File: src/rtl/prio_rotate_resolver.sv
// prio_rotate_resolver
// Interrupt priority resolver with a rotating lowest-priority pointer and an
// in-service register (ISR). Ranks masked requests against the registered
// pointer, raises a registered interrupt with the winning channel id, and
// executes EOI / rotate / set-priority commands.
//
// Optional feature macro: PRIO_AUTO_EOI_EN
//   defined   : an ack with auto_eoi_i=1 leaves the ISR untouched and, when the
//               rotate_auto flag is set, moves the pointer to the acked id.
//   undefined : auto_eoi_i is ignored; every accepted ack sets its ISR bit.
//               The rotate_auto flag is still written but has no effect.
module prio_rotate_resolver #(
  parameter int N = 8,
  parameter int W = (N > 1) ? $clog2(N) : 1
) (
  input  logic         clk,
  input  logic         reset,
  input  logic [N-1:0] req_i,
  input  logic [N-1:0] mask_i,
  input  logic         ack_i,
  input  logic         auto_eoi_i,
  input  logic         cmd_valid_i,
  input  logic [2:0]   cmd_i,
  input  logic [W-1:0] cmd_level_i,
  output logic         int_o,
  output logic [W-1:0] int_id_o,
  output logic [N-1:0] isr_o,
  output logic [W-1:0] ptr_o
);

  localparam logic [W:0]   LP_N       = (W+1)'(N);
  localparam logic [W-1:0] LP_PTR_RST = (W)'(N - 1);

  localparam logic [2:0] CMD_ROT_CLR = 3'b000;
  localparam logic [2:0] CMD_NS_EOI  = 3'b001;
  localparam logic [2:0] CMD_NOP     = 3'b010;
  localparam logic [2:0] CMD_SP_EOI  = 3'b011;
  localparam logic [2:0] CMD_ROT_SET = 3'b100;
  localparam logic [2:0] CMD_ROT_NS  = 3'b101;
  localparam logic [2:0] CMD_SET_PRI = 3'b110;
  localparam logic [2:0] CMD_ROT_SP  = 3'b111;

  // Reduce a value in [0, 2N-1] into [0, N-1]; N need not be a power of two.
  function automatic logic [W-1:0] f_wrap(input logic [W:0] v);
    logic [W:0] t;
    t = (v >= LP_N) ? (v - LP_N) : v;
    return t[W-1:0];
  endfunction

  // Rank 0 is the highest priority, i.e. channel ptr+1.
  function automatic logic [W-1:0] f_rank(input logic [W-1:0] c, input logic [W-1:0] p);
    return f_wrap({1'b0, c} + LP_N - {1'b0, p} - (W+1)'(1));
  endfunction

  // Returns {found, id} of the highest-ranked set bit of v under pointer p.
  // Walks from lowest to highest priority so the last hit is the winner.
  function automatic logic [W:0] f_pick(input logic [N-1:0] v, input logic [W-1:0] p);
    logic         found;
    logic [W-1:0] id;
    logic [W-1:0] ch;
    found = 1'b0;
    id    = '0;
    for (int k = N - 1; k >= 0; k--) begin
      ch = f_wrap({1'b0, p} + (W+1)'(1) + (W+1)'(k));
      if (v[ch]) begin
        found = 1'b1;
        id    = ch;
      end
    end
    return {found, id};
  endfunction

  logic [N-1:0] r_isr;
  logic [W-1:0] r_ptr;
  logic         r_rot_auto;
  logic         r_int;
  logic [W-1:0] r_int_id;

  logic [N-1:0] w_nx_isr;
  logic [W-1:0] w_nx_ptr;
  logic         w_nx_rot;
  logic         w_nx_int;
  logic [W-1:0] w_nx_id;

  logic [W:0]   w_isr_top_cur;
  logic [W:0]   w_isr_top_nx;
  logic [W:0]   w_cand;
  logic [N-1:0] w_req_eff;
  logic         w_lvl_ok;
  logic         w_cmd_ok;
  logic         w_ack_ok;
  logic [W-1:0] w_rank_cand;
  logic [W-1:0] w_rank_isr;

  assign w_lvl_ok      = ({1'b0, cmd_level_i} < LP_N);
  assign w_cmd_ok      = cmd_valid_i && w_lvl_ok;
  assign w_ack_ok      = ack_i && r_int;
  assign w_isr_top_cur = f_pick(r_isr, r_ptr);
  assign w_req_eff     = req_i & ~mask_i;

`ifndef PRIO_AUTO_EOI_EN
  logic w_unused_auto_eoi;
  assign w_unused_auto_eoi = auto_eoi_i;
`endif

  // Next ISR / pointer / rotate_auto: command against the pre-ack ISR first,
  // then the ack set, so a same-bit clear and set resolves to set.
  always_comb begin
    w_nx_isr = r_isr;
    w_nx_ptr = r_ptr;
    w_nx_rot = r_rot_auto;
    if (w_cmd_ok) begin
      case (cmd_i)
        CMD_NS_EOI: begin
          if (w_isr_top_cur[W]) w_nx_isr[w_isr_top_cur[W-1:0]] = 1'b0;
        end
        CMD_SP_EOI: begin
          w_nx_isr[cmd_level_i] = 1'b0;
        end
        CMD_ROT_NS: begin
          if (w_isr_top_cur[W]) begin
            w_nx_isr[w_isr_top_cur[W-1:0]] = 1'b0;
            w_nx_ptr                       = w_isr_top_cur[W-1:0];
          end
        end
        CMD_ROT_SP: begin
          w_nx_isr[cmd_level_i] = 1'b0;
          w_nx_ptr              = cmd_level_i;
        end
        CMD_SET_PRI: w_nx_ptr = cmd_level_i;
        CMD_ROT_SET: w_nx_rot = 1'b1;
        CMD_ROT_CLR: w_nx_rot = 1'b0;
        CMD_NOP:     w_nx_rot = r_rot_auto;
        default:     w_nx_rot = r_rot_auto;
      endcase
    end
`ifdef PRIO_AUTO_EOI_EN
    if (w_ack_ok) begin
      if (auto_eoi_i) begin
        if (r_rot_auto) w_nx_ptr = r_int_id;
      end else begin
        w_nx_isr[r_int_id] = 1'b1;
      end
    end
`else
    if (w_ack_ok) w_nx_isr[r_int_id] = 1'b1;
`endif
  end

  assign w_cand       = f_pick(w_req_eff, w_nx_ptr);
  assign w_isr_top_nx = f_pick(w_nx_isr, w_nx_ptr);
  assign w_rank_cand  = f_rank(w_cand[W-1:0], w_nx_ptr);
  assign w_rank_isr   = f_rank(w_isr_top_nx[W-1:0], w_nx_ptr);

  // Interrupt decision from next-state ISR/pointer and current requests;
  // a candidate must strictly outrank the highest in-service level.
  always_comb begin
    w_nx_int = w_cand[W] && (!w_isr_top_nx[W] || (w_rank_cand < w_rank_isr));
    w_nx_id  = w_cand[W] ? w_cand[W-1:0] : r_int_id;
  end

  // State and registered outputs, cleared asynchronously by reset.
  always_ff @(posedge clk or posedge reset) begin
    if (reset) begin
      r_isr      <= '0;
      r_ptr      <= LP_PTR_RST;
      r_rot_auto <= 1'b0;
      r_int      <= 1'b0;
      r_int_id   <= '0;
    end else begin
      r_isr      <= w_nx_isr;
      r_ptr      <= w_nx_ptr;
      r_rot_auto <= w_nx_rot;
      r_int      <= w_nx_int;
      r_int_id   <= w_nx_id;
    end
  end

  assign int_o    = r_int;
  assign int_id_o = r_int_id;
  assign isr_o    = r_isr;
  assign ptr_o    = r_ptr;

endmodule
File: config.mk
export PLATFORM = sky130hd
export DESIGN_NAME = prio_rotate_resolver
export DESIGN_NICKNAME = d
export VERILOG_FILES = /design/src/rtl/prio_rotate_resolver.sv
export SDC_FILE = /design/constraint.sdc
export NUM_CORES = 1
export LEC_CHECK = 0
export CAP_MARGIN = 20
export CORE_MARGIN = 5
export CORE_UTILIZATION = 39
export CTS_BUF_LIST = sky130_fd_sc_hd__clkbuf_8 sky130_fd_sc_hd__clkbuf_16
export DETAILED_ROUTE_END_ITERATION = 8
export GPL_TIMING_DRIVEN = 1
export PLACE_DENSITY = 0.66
export SLEW_MARGIN = 10
export SYNTH_ARGS = -nofsm -noshare
export SYNTH_HDL_FRONTEND = slang
export SYNTH_SLANG_ARGS = --single-unit
File: constraint.sdc
create_clock -name clk -period 11.2 [get_ports clk]
set_input_delay 2.8 -clock clk [delete_from_list [all_inputs] [get_ports clk]]
set_output_delay 2.8 -clock clk [all_outputs]
set_load 0.01 [all_outputs]
After elaboration in Yosys (flattened, before gate mapping)
Cells that the tools add are included.
{"block": "word_totals", "regBits": 15, "out_inout_bits": 15}
{"block": "op_classes", "n_addsub": 40, "order_cmp": 41, "n_eq_ne": 5, "n_mux": 127, "bitwise": 7, "n_reduce_logical": 10}
{"cell": "$mux 3", "count": 44}
{"cell": "$lt 3x4->1 const B", "count": 19}
{"cell": "$bmux 1 s3", "count": 24}
{"cell": "$ge 4x4->1 const B", "count": 18}
{"cell": "$sub 3x1->3 const B", "count": 18}
{"cell": "$mux 1", "count": 51}
{"cell": "$add 4x3->4 const B", "count": 8}
{"cell": "$and 8x8->8", "count": 3}
{"cell": "$mux 8", "count": 3}
{"cell": "$not 8->8", "count": 3}
{"cell": "$add 4x2->4 const B", "count": 4}
{"cell": "$pmux 8 s2", "count": 1}
{"cell": "$demux 1 s3", "count": 3}
{"cell": "$eq 3x3->1 const B", "count": 3}
{"cell": "$ge 3x1->1 const B", "count": 3}
{"cell": "$add 3x1->4 const B", "count": 2}
{"cell": "$add 3x4->4 const B", "count": 2}
{"cell": "$add 4x1->4 const B", "count": 2}
{"cell": "$or 8x8->8", "count": 1}
{"cell": "$sub 4x1->4 const B", "count": 2}
{"cell": "$sub 4x3->4", "count": 2}
{"cell": "$pmux 3 s2", "count": 1}
{"cell": "$reduce_or 2->1", "count": 3}
{"cell": "$logic_and 1x1->1", "count": 5}
{"cell": "5 further kinds", "count": 5}

Logic depth before layout (Yosys ltp)
{"block": "logic_depth", "word_depth": 43, "depth_mapped": 38}

Worst setup path before layout
Ideal clock, no wire load.
{"block": "synth_timing", "path_kind": "input -> register", "startpoint": "input cmd_i[1]", "endpoint": "register r_int (netlist: int_o)", "setup_time_ps": 72, "arrival_time_ps": 8323, "required_time_ps": 11128, "setup_slack_ps": 2806, "stages": 30, "path_cell_list": "clkbuf_1 o21ai_0 o21ba_2 o21a_1 o21a_1 buf_6 buf_2 clkbuf_1 ha_1 clkbuf_1 clkbuf_1 clkbuf_1 buf_1 mux4_2 o211ai_1 o221a_2 o21ai_1 a31oi_1 ha_1 inv_1 fa_1 inv_1 nor2_1 o211ai_1 o311ai_1 nor3_1 ha_1 a21oi_1 a31oi_1 nor2_1"}
{"block": "synth_via", "elab_chain_cells": 26}
{"element": "start: declaration", "line_no": "23", "source": "input logic [2:0] cmd_i,"}
{"element": "$eq 3x3->1", "line_no": "113", "source": "case (cmd_i)"}
{"element": "$reduce_or 2->1 (no source line)"}
{"element": "$pmux 3 s2 *", "line_no": "113"}
{"element": "$mux 3 *", "line_no": "112", "source": "if (w_cmd_ok) begin"}
{"element": "named net w_nx_ptr[0]", "line_no": "80", "source": "logic [W-1:0] w_nx_ptr;"}
{"element": "$add 3x1->4", "line_no": "64", "source": "ch = f_wrap({1'b0, p} + (W+1)'(1) + (W+1)'(k));"}
{"element": "$add 4x3->4", "line_no": "64"}
{"element": "$ge 4x4->1 / $sub 3x1->3 (equally long branches)", "line_no": "46", "source": "t = (v >= LP_N) ? (v - LP_N) : v;"}
{"element": "[... 12 more ...]"}
{"element": "$sub 4x3->4", "line_no": "52", "source": "return f_wrap({1'b0, c} + LP_N - {1'b0, p} - (W+1)'(1));"}
{"element": "$sub 4x1->4", "line_no": "52"}
{"element": "$ge 4x4->1 / $sub 3x1->3 (equally long branches)", "line_no": "46"}
{"element": "$mux 3", "line_no": "46"}
{"element": "$lt 3x3->1", "line_no": "158", "source": "w_nx_int = w_cand[W] && (!w_isr_top_nx[W] || (w_rank_cand < w_rank_isr));"}
{"element": "$logic_or 1x1->1", "line_no": "158"}
{"element": "$logic_and 1x1->1 *", "line_no": "158"}
{"element": "named net w_nx_int", "line_no": "82", "source": "logic w_nx_int;"}
{"element": "end signal: assignment", "line_no": "174", "source": "r_int <= w_nx_int;"}
{"element": "end: declaration", "line_no": "76", "source": "logic r_int;"}
Mark *: on every way through the listed nets, which the timed path passes. The rest lies on a longest branch. The select of a mux whose other input is x is not followed.
A chain may end at the register's enable or synchronous reset.

Worst setup path after layout
{"block": "layout_timing", "startpoint": "register r_ptr[0] (netlist: ptr_o[0])", "endpoint": "register r_int (netlist: int_o)"}
{"element": "start: declaration", "line_no": "74", "source": "logic [W-1:0] r_ptr;"}
{"element": "start signal: assignment", "line_no": "172", "source": "r_ptr <= w_nx_ptr;"}
{"element": "$add 3x1->4 *", "line_no": "64"}
{"element": "$add 4x3->4", "line_no": "64"}
{"element": "$ge 4x4->1 / $sub 3x1->3 (equally long branches)", "line_no": "46"}
{"element": "$mux 3", "line_no": "46"}
{"element": "$bmux 1 s3", "line_no": "65", "source": "if (v[ch]) begin"}
{"element": "$mux 1 (implied by the code)", "line_no": "65"}
{"element": "$mux 3 / $mux 1 (equally long branches) (8 in a row)", "line_no": "65"}
{"element": "$mux 3 *", "line_no": "121", "source": "if (w_isr_top_cur[W]) begin"}
{"element": "[... 2 more ...]"}
{"element": "named net w_nx_ptr[1]", "line_no": "80"}
{"element": "[... 15 more ...]"}
{"element": "$sub 4x3->4", "line_no": "52"}
{"element": "$sub 4x1->4", "line_no": "52"}
{"element": "$ge 4x4->1 / $sub 3x1->3 (equally long branches)", "line_no": "46"}
{"element": "$mux 3", "line_no": "46"}
{"element": "$lt 3x3->1", "line_no": "158"}
{"element": "$logic_or 1x1->1", "line_no": "158"}
{"element": "$logic_and 1x1->1 *", "line_no": "158"}
{"element": "named net w_nx_int", "line_no": "82"}
Marked as above.

==> run_results.csv <==
group,metric,value,unit
sta,clock.fmax,0.104,GHz
sta,period_needed,9.64,ns
detailed_routing,firstDrtPassIters,5,
worst_setup_path,critPathMaxStageDelay,0.95,ns
worst_setup_path,r2r-start,"ptr_o[0]$_DFF_PP1_",
grt,grt.busiest_layer,"met2",
floorplanning,initial_core_util,0.399,
detailed_routing,vias_per_cell,6.44,
clock_tree,cts-htree-levels,1,
layout,stdcell_area,4590,µm²
synthesis,synth_edf_count,0,
worst_setup_path,path_class,"flop to flop",
grt,grt_usage,0.196,
grt,grtUsageMet2,0.303,
clock_tree,clkLatencyLatePin,0.25,ns
place,gp_congestion,0.954,
synthesis,synth_area_leaders,"mux4_2 11%, mux2i_1 8.5%, dfrtp_1 7.3%",
detailed_routing,drt-total-wl,12600,µm
worst_setup_path,path_buf_inv,5,
worst_setup_path,r2r-end,"int_o$_DFF_PP0_",
worst_setup_path,cpMostUsedCell,"nor2_1",
layout,final_layout_size_suffix_gt1_frac,0.0980,
synthesis,avgSynthCellArea,7.81,µm²
synthesis,synth_area,4120,µm²
detailed_routing,drc,0,
grt,use_met1,0.299,
synthesis,synth_cell_type_count,81,
floorplanning,die_w,113,µm
sta,drv_slew,0,
outcome,status,"completed",
grt,grt.met3_usage,0.0198,
place,place_area,4550,µm²
clock_tree,hold_buffers,0,
clock_tree,cts_buffers,3,
worst_hold_path,worstHoldPathType,"flop to flop",
synthesis,synth_top_area_share,0.109,
clock_tree,clk_pin_slew,0.06,ns
sta,final.period_utilization,0.861,
synthesis,ys_async_sr_fraction,1.00,
sta,finalHoldViolCount,0,
layout,antennaDiodeCount,0,
worst_setup_path,critPathSlowestCell,"ha_1",
detailed_routing,wire_per_inst,18.7,µm
detailed_routing,drt-initial-drc-count,431,
clock_tree,cts_sinks,15,
grt,grt_max_degree,47,
worst_setup_path,cp_data_arrival_time,9.82,ns
place,port_buffers,40,
clock_tree,post_cts_buffers,0,
layout,num-nets-final,579,
layout,syn2layout_area_growth,11.4,%
floorplanning,fp.dieH,113,µm
clock_tree,cts_resized,0,
sta,hold_ws,0.531,ns
floorplanning,die-area,12700,µm²
worst_setup_path,endpoint,"int_o$_DFF_PP0_",
floorplanning,core_area,10300,µm²
floorplanning,ios,42,
detailed_routing,vias,4362,
detailed_routing,drtAntennaViolNets,0,
worst_setup_path,critPathMaxFanout,46,
sta,worst_pin_slew,0.982,ns
flow_run,drv_cap,0,
synthesis,synth_seq_area_share,0.0919,
synthesis,yosysWarnings,0,
worst_setup_path,ff2ff_path_depth,33,
clock_tree,cts_tree,"done",
worst_setup_path,cp_top_family,"compound AO/OA/AOI/OAI gates",
worst_setup_path,r2r_slack,1.56,ns
grt,grt_antenna_before_repair,0,
synthesis,synth_top_cell_by_area,"mux4_2",
worst_setup_path,start_kind,"flop",
worst_setup_path,path_depth,33,
worst_setup_path,cp.required,11.38,ns
sta,relSlewSlack,0.341,
synthesis,synth_nets,565,
synthesis,synth_seq_cells,15,
layout,utilization,0.445,
sta,clock_skew,0.00393,ns
place,place_hpwl,9710,µm
clock_tree,cts_buffer_depth,2,
floorplanning,rows,37,
sta,setup_tns,0,ns
sta,setup_viol,0,
sta,rsz0062_at_grt,"false",
worst_setup_path,critPathCaptureType,"flop",
worst_setup_path,startpoint,"ptr_o[0]$_DFF_PP1_",
grt,grt_pass1_vias,4039,
grt,grt.overflow.total,0,
grt,grt_pass1_wl,21200,µm
synthesis,ys.flop_type,"dfrtp_1",
synthesis,synthCells,528,
clock_tree,root_buffer,"clkbuf_8",
[how the worst min path moves through the flow]
stage	from	to	slack (ns)	depth (start not counted)
6_report	int_id_o[0]$_DFFE_PP0P_	int_id_o[0]$_DFFE_PP0P_	0.53	1
5_1_grt	int_id_o[0]$_DFFE_PP0P_	int_id_o[0]$_DFFE_PP0P_	0.59	1
4_1_cts	int_id_o[0]$_DFFE_PP0P_	int_id_o[0]$_DFFE_PP0P_	0.53	1
3_5_place_dp	int_id_o[0]$_DFFE_PP0P_	int_id_o[0]$_DFFE_PP0P_	0.52	1
3_3_place_gp	int_id_o[0]$_DFFE_PP0P_	int_id_o[0]$_DFFE_PP0P_	0.51	1
2_1_floorplan	int_id_o[0]$_DFFE_PP0P_	int_id_o[0]$_DFFE_PP0P_	0.55	1
[final cells by class]
| class | count | area (µm²) |
|---|---|---|
| timing repair buffer | 44 | 430 |
| sequential | 15 | 379 |
| multi-input combinational | 457 | 3480 |
| clock inverter | 1 | 5.00 |
| clock buffer | 3 | 41.3 |
| inverter | 21 | 83.8 |
| tap | 136 | 170 |
| fill | 1019 | 5730 |
[Yosys cell counts, drive strengths merged (4+ instances only)]
master / instances
a211oi: 6
a21o: 12
a21oi: 23
a22oi: 4
a31oi: 13
and2: 9
buf: 16
clkbuf: 19
dfrtp: 12
ha: 8
inv: 20
mux2: 9
mux2i: 35
mux4: 23
nand2: 42
nand2b: 21
nand3: 12
nand4: 4
nor2: 49
nor2b: 17
nor3: 19
nor3b: 5
nor4: 5
o211ai: 8
o21a: 8
o21ai: 33
o221ai: 6
o22ai: 8
o31ai: 4
or3: 7
xnor2: 9
[worst register-to-register path, delay by kind of cell (launching register included)]
kind | cells | cell delay (ns)
AOI/OAI and AO/OA | 12 | 2.19
adders and majority gates | 5 | 2.11
muxes | 3 | 1.63
and+or+nand+nor | 8 | 1.44
buffers and inverters | 5 | 1.35
DFF | 1 | 0.86
[registers in the layout, indices dropped and copies added, names as in the netlist]
name,count
int_id_o,3
int_o,1
isr_o,8
ptr_o,3
[cells in the final DEF (no fill, tap or decap), drive strengths merged, types with 9 or more instances in the layout]
cell,Yosys,final
a21o,12,12
a21oi,23,23
a31oi,13,13
and2,9,9
clkdlybuf4s50,0,40
dfrtp,12,12
inv,20,20
mux2,9,9
mux2i,35,35
mux4,23,23
nand2,42,42
nand2b,21,21
nand3,12,12
nor2,49,49
nor2b,17,17
nor3,19,19
o21ai,33,33
xnor2,9,9
[kinds of logic (layout without fill, tap and decap cells)]
group,Yosys count,count (layout),synth area share
compound gates,162,162,0.282
xor+xnor,14,14,0.0364
fa+ha+maj,10,10,0.0340
buf+inv,56,69,0.0652
flops,15,15,0.0919
mux,67,67,0.239
simple gates,204,204,0.251
[through the flow]
stage	std cells	setup WS, ns
floorplan	528	2.81
global placement	673	1.84
detailed placement	673	1.63
CTS	677	1.68
global route	677	0.885
finish	677	1.56
[layer usage]
metal  routed length, µm  part of all wire  up-vias
met4                 204             0.016        0
met5                   0                 0        -
met3                 957             0.076       20
met2                5700              0.45      199
met1                5790              0.46     2087
li1                    -                 -     2056
Power is left out: the tool's default activity adds up to more than one toggle a clock period on the data nets, which glitch-free logic cannot reach.
